--- config.mk ---
export PLATFORM = sky130hd
export DESIGN_NAME = led_sequencer
export DESIGN_NICKNAME = d
export VERILOG_FILES = /design/src/rtl/led_sequencer_pkg.sv /design/src/rtl/led_pwm.sv /design/src/rtl/led_sequencer.sv
export SDC_FILE = /design/constraint.sdc
export NUM_CORES = 1
export LEC_CHECK = 0
export CAP_MARGIN = 20
export CORE_AREA = 2 2 96 107
export DETAILED_ROUTE_END_ITERATION = 16
export DIE_AREA = 0 0 98 109
export GPL_ROUTABILITY_DRIVEN = 0
export PLACE_DENSITY = 0.44
export SKIP_CTS_REPAIR_TIMING = 1
export SYNTH_ARGS = -nofsm -noshare
export SYNTH_HDL_FRONTEND = slang
export SYNTH_SLANG_ARGS = --single-unit
--- constraint.sdc ---
create_clock -name clk -period 2 [get_ports clk]
set_input_delay 0.4 -clock clk [delete_from_list [all_inputs] [get_ports clk]]
set_output_delay 0.4 -clock clk [all_outputs]
set_load 0.02 [all_outputs]
--- src/rtl/led_sequencer_pkg.sv ---
// Shared helpers for led_sequencer: step period sizing, power-up table pattern and length clamp.
package led_sequencer_pkg;

  function automatic int step_count(real freq, real period);
    int c;
    c = int'(freq * period);
    return (c < 1) ? 1 : c;
  endfunction

  // Even entries dark, odd entries walk a single lit LED: off, LED0, off, LED1, ...
  function automatic logic [31:0] reset_mask(int k, int n);
    logic [31:0] m;
    m = '0;
    if ((k % 2) == 1) m[(k >> 1) % n] = 1'b1;
    return m;
  endfunction

  function automatic int unsigned eff_len(int unsigned num, int unsigned depth);
    if (num == 0) return 1;
    if (num > depth) return depth;
    return num;
  endfunction

endpackage

--- src/rtl/led_pwm.sv ---
// Free-running PWM counter and duty compare; all-ones brightness means fully on.
module led_pwm #(
  parameter int PWM_WIDTH = 4
) (
  input  logic                 clk,
  input  logic                 rst_n,
  input  logic [PWM_WIDTH-1:0] brightness,
  output logic                 pwm_on
);

  logic [PWM_WIDTH-1:0] p;

  always_ff @(posedge clk or negedge rst_n) begin
    if (!rst_n) p <= '0;
    else        p <= p + 1'b1;
  end

  assign pwm_on = (&brightness) || (p < brightness);

endmodule

--- src/rtl/led_sequencer.sv ---
// Steps NUM_LEDS outputs through a writable mask table at a fixed period, gated by shared PWM.
// Outputs are registered with one cycle of latency; enable=0 freezes the sequence and blanks LEDs.
module led_sequencer
  import led_sequencer_pkg::*;
#(
  parameter real CLK_FREQUENCY = 100.0e6,
  parameter real STEP_PERIOD   = 0.25,
  parameter int  NUM_LEDS      = 3,
  parameter int  DEPTH         = 4,
  parameter int  PWM_WIDTH     = 4
) (
  input  logic                       clk,
  input  logic                       rst_n,
  input  logic                       enable,
  input  logic [$clog2(DEPTH+1)-1:0] num_steps,
  input  logic [PWM_WIDTH-1:0]       brightness,
  input  logic                       wr_en,
  input  logic [$clog2(DEPTH)-1:0]   wr_addr,
  input  logic [NUM_LEDS-1:0]        wr_data,
  output logic [NUM_LEDS-1:0]        led,
  output logic                       step_strobe,
  output logic [$clog2(DEPTH)-1:0]   step_index
);

  localparam int STEP_COUNT = step_count(CLK_FREQUENCY, STEP_PERIOD);
  localparam int PSW        = (STEP_COUNT > 1) ? $clog2(STEP_COUNT) : 1;

  logic [PSW-1:0]      presc;
  logic                tick;
  logic                pwm_on;
  int unsigned         len;
  logic [NUM_LEDS-1:0] step_tab [DEPTH];

  assign tick = enable && (32'(presc) == STEP_COUNT - 1);

  always_comb begin
    len = eff_len(32'(num_steps), DEPTH);
  end

  always_ff @(posedge clk or negedge rst_n) begin
    if (!rst_n) begin
      presc <= '0;
    end else if (enable) begin
      presc <= tick ? '0 : presc + 1'b1;
    end
  end

  // An index left beyond a shrunken length still wraps to 0 on the next tick.
  always_ff @(posedge clk or negedge rst_n) begin
    if (!rst_n) begin
      step_index  <= '0;
      step_strobe <= 1'b0;
    end else begin
      step_strobe <= tick;
      if (tick) begin
        if (32'(step_index) >= len - 1) step_index <= '0;
        else                            step_index <= step_index + 1'b1;
      end
    end
  end

  always_ff @(posedge clk or negedge rst_n) begin
    if (!rst_n) begin
      for (int k = 0; k < DEPTH; k++) step_tab[k] <= NUM_LEDS'(reset_mask(k, NUM_LEDS));
    end else if (wr_en && (32'(wr_addr) < DEPTH)) begin
      step_tab[wr_addr] <= wr_data;
    end
  end

  always_ff @(posedge clk or negedge rst_n) begin
    if (!rst_n) led <= '0;
    else        led <= enable ? (step_tab[step_index] & {NUM_LEDS{pwm_on}}) : '0;
  end

  led_pwm #(
    .PWM_WIDTH(PWM_WIDTH)
  ) u_pwm (
    .clk        (clk),
    .rst_n      (rst_n),
    .brightness (brightness),
    .pwm_on     (pwm_on)
  );

endmodule
==> metrics.cfg, run 1 <==
[route]
via_per_inst = 4.40
drt_iter0_drc = 41
vias = 1606
drc = 0
drt_pass1_iterations = 4
drtAntennaViolNets = 0
wl_mm = 4.62
wire_per_inst_microns = 12.7

[placement]
portBuffers = 21
hpwlAfterDp_mm = 3.40

[global_routing]
gr-usage-met3_pct = 1.73
gr-usage-met2_pct = 15.6
grt_overflow = 0
grt_usage_pct = 9.46
antenna_found_initial = 0
grt_max_degree = 48
grt-busiest-layer = met2
grt_pass1_wl_mm = 8.02
use_met1_pct = 12.2
grt_pass1_vias = 1639

[critical_path]
worstSetupPathType = in -> reg
cp.arrival_ns = 2.10
startpoint_type = input pin
endpoint_kind = flop
cp.required_ns = 2.24
crit_fanout = 2

[pwr]
internal_power_mw = 1.65
p_leak_nw = 1.31
ir_worst_vdd_mv = 0.342
swShare_pct = 26.9
clock_power_share_pct = 32.3
power.density_nw_per_um2 = 774
p_comb_share_pct = 15.3
switchingPower_mw = 0.605
power_frac_seq_pct = 52.5

[yosys]
synth_warnings = 0
synth-seq-cells = 47
ys_async_sr_fraction_pct = 100
synth_edf_count = 0
synthCells = 202
postSynthAreaPerCell_sq_um = 11.6
yosys_most_used_dff = dfrtp_1
synth_area_sq_um = 2330
syn_nets = 227
ys_types = 41
yosysSeqAreaShare_pct = 50.5

[clock_network]
clock_latency_ns = 0.31
cts-root-buf = clkbuf_8
clkSlewWorstSetupHoldPaths_ns = 0.10
cts_num_sinks = 47
cts-buffers-inserted = 5
htree_levels = 2
cts_tree = yes
max-clock-path-buffers = 2

[worst_hold_path]
min_path_type = in -> async

[floorplanning]
dieArea_sq_um = 10700
io_pins = 22
initial_core_util_pct = 24.2
coreArea_sq_um = 9650
row_count = 38
die_w_microns = 98
die_y_microns = 109

[finish]
final_util_pct = 30.2
drive_gt1_share_pct = 21.6
area_growth_pct = 24.7
final_cell_mix = dfrtp_1, clkdlybuf4s50_1, buf_4, nor2_1
fill_cells = 1000
insertedDiodeCount = 0
layout_commonest_cell = dfrtp_1
fin_nets = 269
multi_input_area_sq_um = 1090
regArea_sq_um = 1180

[timing]
finClkSkew_ns = 0.0156
hold_viol = 0
slew_viol_final = 0
worst_slew_pin_slew_ns = 0.604
max_freq_mhz = 538
finalCriticalPeriod_ns = 1.86
period_share_pct = 92.9
max_slew_margin_pct = 59.7
rsz0062_at_grt = false
tns_ns = 0
setup_violations = 0
worst_hold_slack_ns = 0.162

[run]
maxCapViolCount = 0

[status]
run_status = complete, no violations

[path summary, 6_finish.rpt]
check	start	to	slack [ns]	cells after the start
min	rst_n	step_tab[11]	0.16	2
min in group clk	u_pwm.p[0]	u_pwm.p[0]	0.48	1
max	num_steps[1]	step_index[1]	0.14	9
min reg2reg	u_pwm.p[0]	u_pwm.p[0]	0.48	1
max in group asynchronous	rst_n	presc[20]	1.41	2
max reg2reg	presc[0]	presc[0]	0.17	7
[critical path: stages]
cell             delay [ns]
clkdlybuf4s50_1        0.47
inv_1                  0.04
o21ai_1                0.15
ha_1                   0.26
ha_1                   0.27
a21oi_1                0.16
nor3b_2                0.06
nand2b_1               0.15
o2bb2ai_1              0.14
[layout make-up]
type,count,area share [%]
Sequential cell,47,40.5
Tap cell,120,5.16
Inverter,10,1.29
Clock inverter,3,1.59
Timing Repair Buffer,39,11.7
Multi-Input combinational cell,141,37.4
Clock buffer,5,2.36
[flip-flops by register name, summed over array words and instances (netlist names)]
signal       cells
step_tab        12
led              3
u_pwm.p          4
step_strobe      1
step_index       2
presc           25
[metal layers]
| metal | wire length (microns) | up-vias |
|---|---|---|
| li1 | - | 796 |
| met1 | 2210 | 786 |
| met2 | 2230 | 18 |
| met3 | 85 | 6 |
| met4 | 92 | 0 |
| met5 | 0 | - |
[cells by family after synthesis]
logic type                 after synthesis  synth area share (%)
buffers and inverters                   14                  3.05
and+or+nand+nor                         79                  20.3
muxes                                   17                  9.75
DFF                                     47                  50.5
adders and majority gates                9                  4.82
xor gates and xnor gates                20                  7.50
AOI/OAI and AO/OA                       16                  4.07
[power groups by stage]
stage               clock (mW)  combinational, mW  sequential [mW]
floorplan                    0              0.227             1.17
global placement             0              0.342             1.20
detailed placement           0              0.346             1.20
CTS                      0.751              0.348             1.18
global route             0.791              0.386             1.20
finish                   0.728              0.344             1.18
[synth_stat cells, drive strengths merged, types with 4 or more instances]
library cell	instances	share of area (%)
xor2	9	3.4
ha	9	4.8
buf	4	1.4
xnor2	11	4.1
nand2	12	1.9
inv	10	1.6
dfrtp	45	48
nand2b	4	1.1
and3	7	1.9
nand3b	5	1.6
nand3	10	2.1
o21ai	6	1.3
nand4	11	3.2
mux2	13	6.4
nor2	15	2.5
[stage by stage]
stage / setup slack (ns) / power, mW / area [sq um] / std cells
after global routing: 0.0395 / 2.38 / 2910 / 365
after floorplan: 0.290 / 1.40 / 2330 / 202
after global placement: -0.269 / 1.54 / 2790 / 357
final: 0.143 / 2.25 / 2910 / 365
after detailed placement: -0.283 / 1.55 / 2790 / 357
after CTS: 0.0495 / 2.28 / 2910 / 365
Power figures use the tool's default switching activity.
==> run 2, diff against run 1 <==
- CELL_PAD_IN_SITES_DETAIL_PLACEMENT: not set -> 0
- CELL_PAD_IN_SITES_GLOBAL_PLACEMENT: not set -> 1
- PLACE_DENSITY: 0.44 -> 0.5
==> metrics.cfg, run 2 (same netlist as run 1, synthesis figures left out) <==
[status]
run_status = complete, no violations

[floorplanning]
dieArea_sq_um = 10700
row_count = 38
die_w_microns = 98
die_y_microns = 109
initial_core_util_pct = 24.2
io_pins = 22
coreArea_sq_um = 9650

[pwr]
p_comb_share_pct = 17.5
internal_power_mw = 1.54
power_frac_seq_pct = 54.5
swShare_pct = 27.9
ir_worst_vdd_mv = 0.389
p_leak_nw = 1.33
switchingPower_mw = 0.597
power.density_nw_per_um2 = 732
clock_power_share_pct = 28.0

[global_routing]
grt_usage_pct = 9.45
grt_pass1_wl_mm = 8.10
grt_overflow = 0
grt_pass1_vias = 1618
antenna_found_initial = 0
grt_max_degree = 48

[critical_path]
cp.required_ns = 2.19
startpoint_type = input pin
worstSetupPathType = in -> reg
crit_chain = clkdlybuf4s50_1, and3_1, and4_4, nor3b_2, buf_4, nor2_2, mux2_4
cp_slowest_stage_delay_ns = 0.49
endpoint_kind = flop
slowest_stage = clkdlybuf4s50_1
cp.arrival_ns = 2.05
path_delay_family = simple AND/OR/NAND/NOR gates
crit_buf_inv = 2
crit_fanout = 3

[timing]
max_slew_margin_pct = 60.1
worst_hold_slack_ns = 0.183
rsz0062_at_grt = false
finalCriticalPeriod_ns = 1.86
worst_slew_pin_slew_ns = 0.599
worst_slack_ns = 0.141
max_freq_mhz = 538
slew_viol_final = 0
finClkSkew_ns = 0.00643
setup_violations = 0
hold_viol = 0
period_share_pct = 92.9

[placement]
pre_cts_ws_ns = -0.291
hpwlAfterDp_mm = 3.44
placedCellCount = 361
portBuffers = 21

[finish]
layout_commonest_cell = dfrtp_1
drive_gt1_share_pct = 23.3
registers.top_by_ff_count = presc
fill_cells = 1001
area_growth_pct = 25.1
final_cell_mix = dfrtp_1, buf_4, clkdlybuf4s50_1, nor2_1
insertedDiodeCount = 0
final_util_pct = 30.3
largest_reg_flops = 25
reg_top3 = presc x25, step_tab x12, u_pwm.p x4
final_cells = 369
fin_nets = 273

[clock_network]
max-clock-path-buffers = 2
cts_num_sinks = 47
clkSlewWorstSetupHoldPaths_ns = 0.10
cts_tree = yes
cts-root-buf = clkbuf_8
htree_levels = 2
clock_latency_ns = 0.30
cts-buffers-inserted = 5

[route]
wl_mm = 4.62
wire_per_inst_microns = 12.5
drt_iter0_drc = 61
drtAntennaViolNets = 0
vias = 1607
drt_pass1_iterations = 4
drc = 0
via_per_inst = 4.36

[run]
maxCapViolCount = 0

[worst_hold_path]
min_path_type = in -> async

-- run 2: cell count changes in the layout (fill, tap and decap cells not counted), sizes merged --
cell,previous run,this run
buf,19,23
bufinv,1,0
clkinv,0,1
clkinvlp,1,0
inv,11,12
-- run 2: power groups by stage --
stage,Combinational (mW),Clock (mW),Sequential (mW)
after floorplan,0.227,0,1.17
after global placement,0.374,0,1.18
after detailed placement,0.380,0,1.18
after CTS,0.381,0.630,1.16
after global routing,0.425,0.672,1.18
final,0.374,0.600,1.16
-- run 2: final cells by class --
cell class                 count  area (sq um)  area share (%)
sequential                    47          1180            40.3
clock inverter                 3          22.5           0.771
timing repair buffer          43           370            12.7
clock buffer                   5          68.8            2.36
inverter                      10          37.5            1.28
multi-input combinational    141          1090            37.4
tap                          120           150            5.14
-- run 2: through the flow --
step / TNS, ns / power, mW / area (sq um)
after detailed placement: -1.85 / 1.56 / 2820
final: 0 / 2.14 / 2920
after global routing: 0 / 2.28 / 2920
after global placement: -2.18 / 1.56 / 2820
after floorplan: 0 / 1.40 / 2330
after CTS: 0 / 2.17 / 2910
-- run 2: worst paths after layout --
| check | from | endpoint | slack [ns] | cells after the start |
|---|---|---|---|---|
| worst max-delay path | enable | presc[0] | 0.14 | 7 |
| worst min-delay path | rst_n | step_tab[2] | 0.18 | 2 |
| worst max register to register | presc[1] | presc[0] | 0.17 | 7 |
| worst min register to register | u_pwm.p[0] | u_pwm.p[0] | 0.48 | 1 |
| max in group asynchronous | rst_n | presc[19] | 1.41 | 2 |
| min in group clk | u_pwm.p[0] | u_pwm.p[0] | 0.48 | 1 |
-- run 2: routing by layer --
metal | track usage, % | wire length [microns]
met1 | 12.6 | 2230
met2 | 15.5 | 2200
met3 | 1.79 | 109
met4 | 3.27 | 78
met5 | 0 | 0
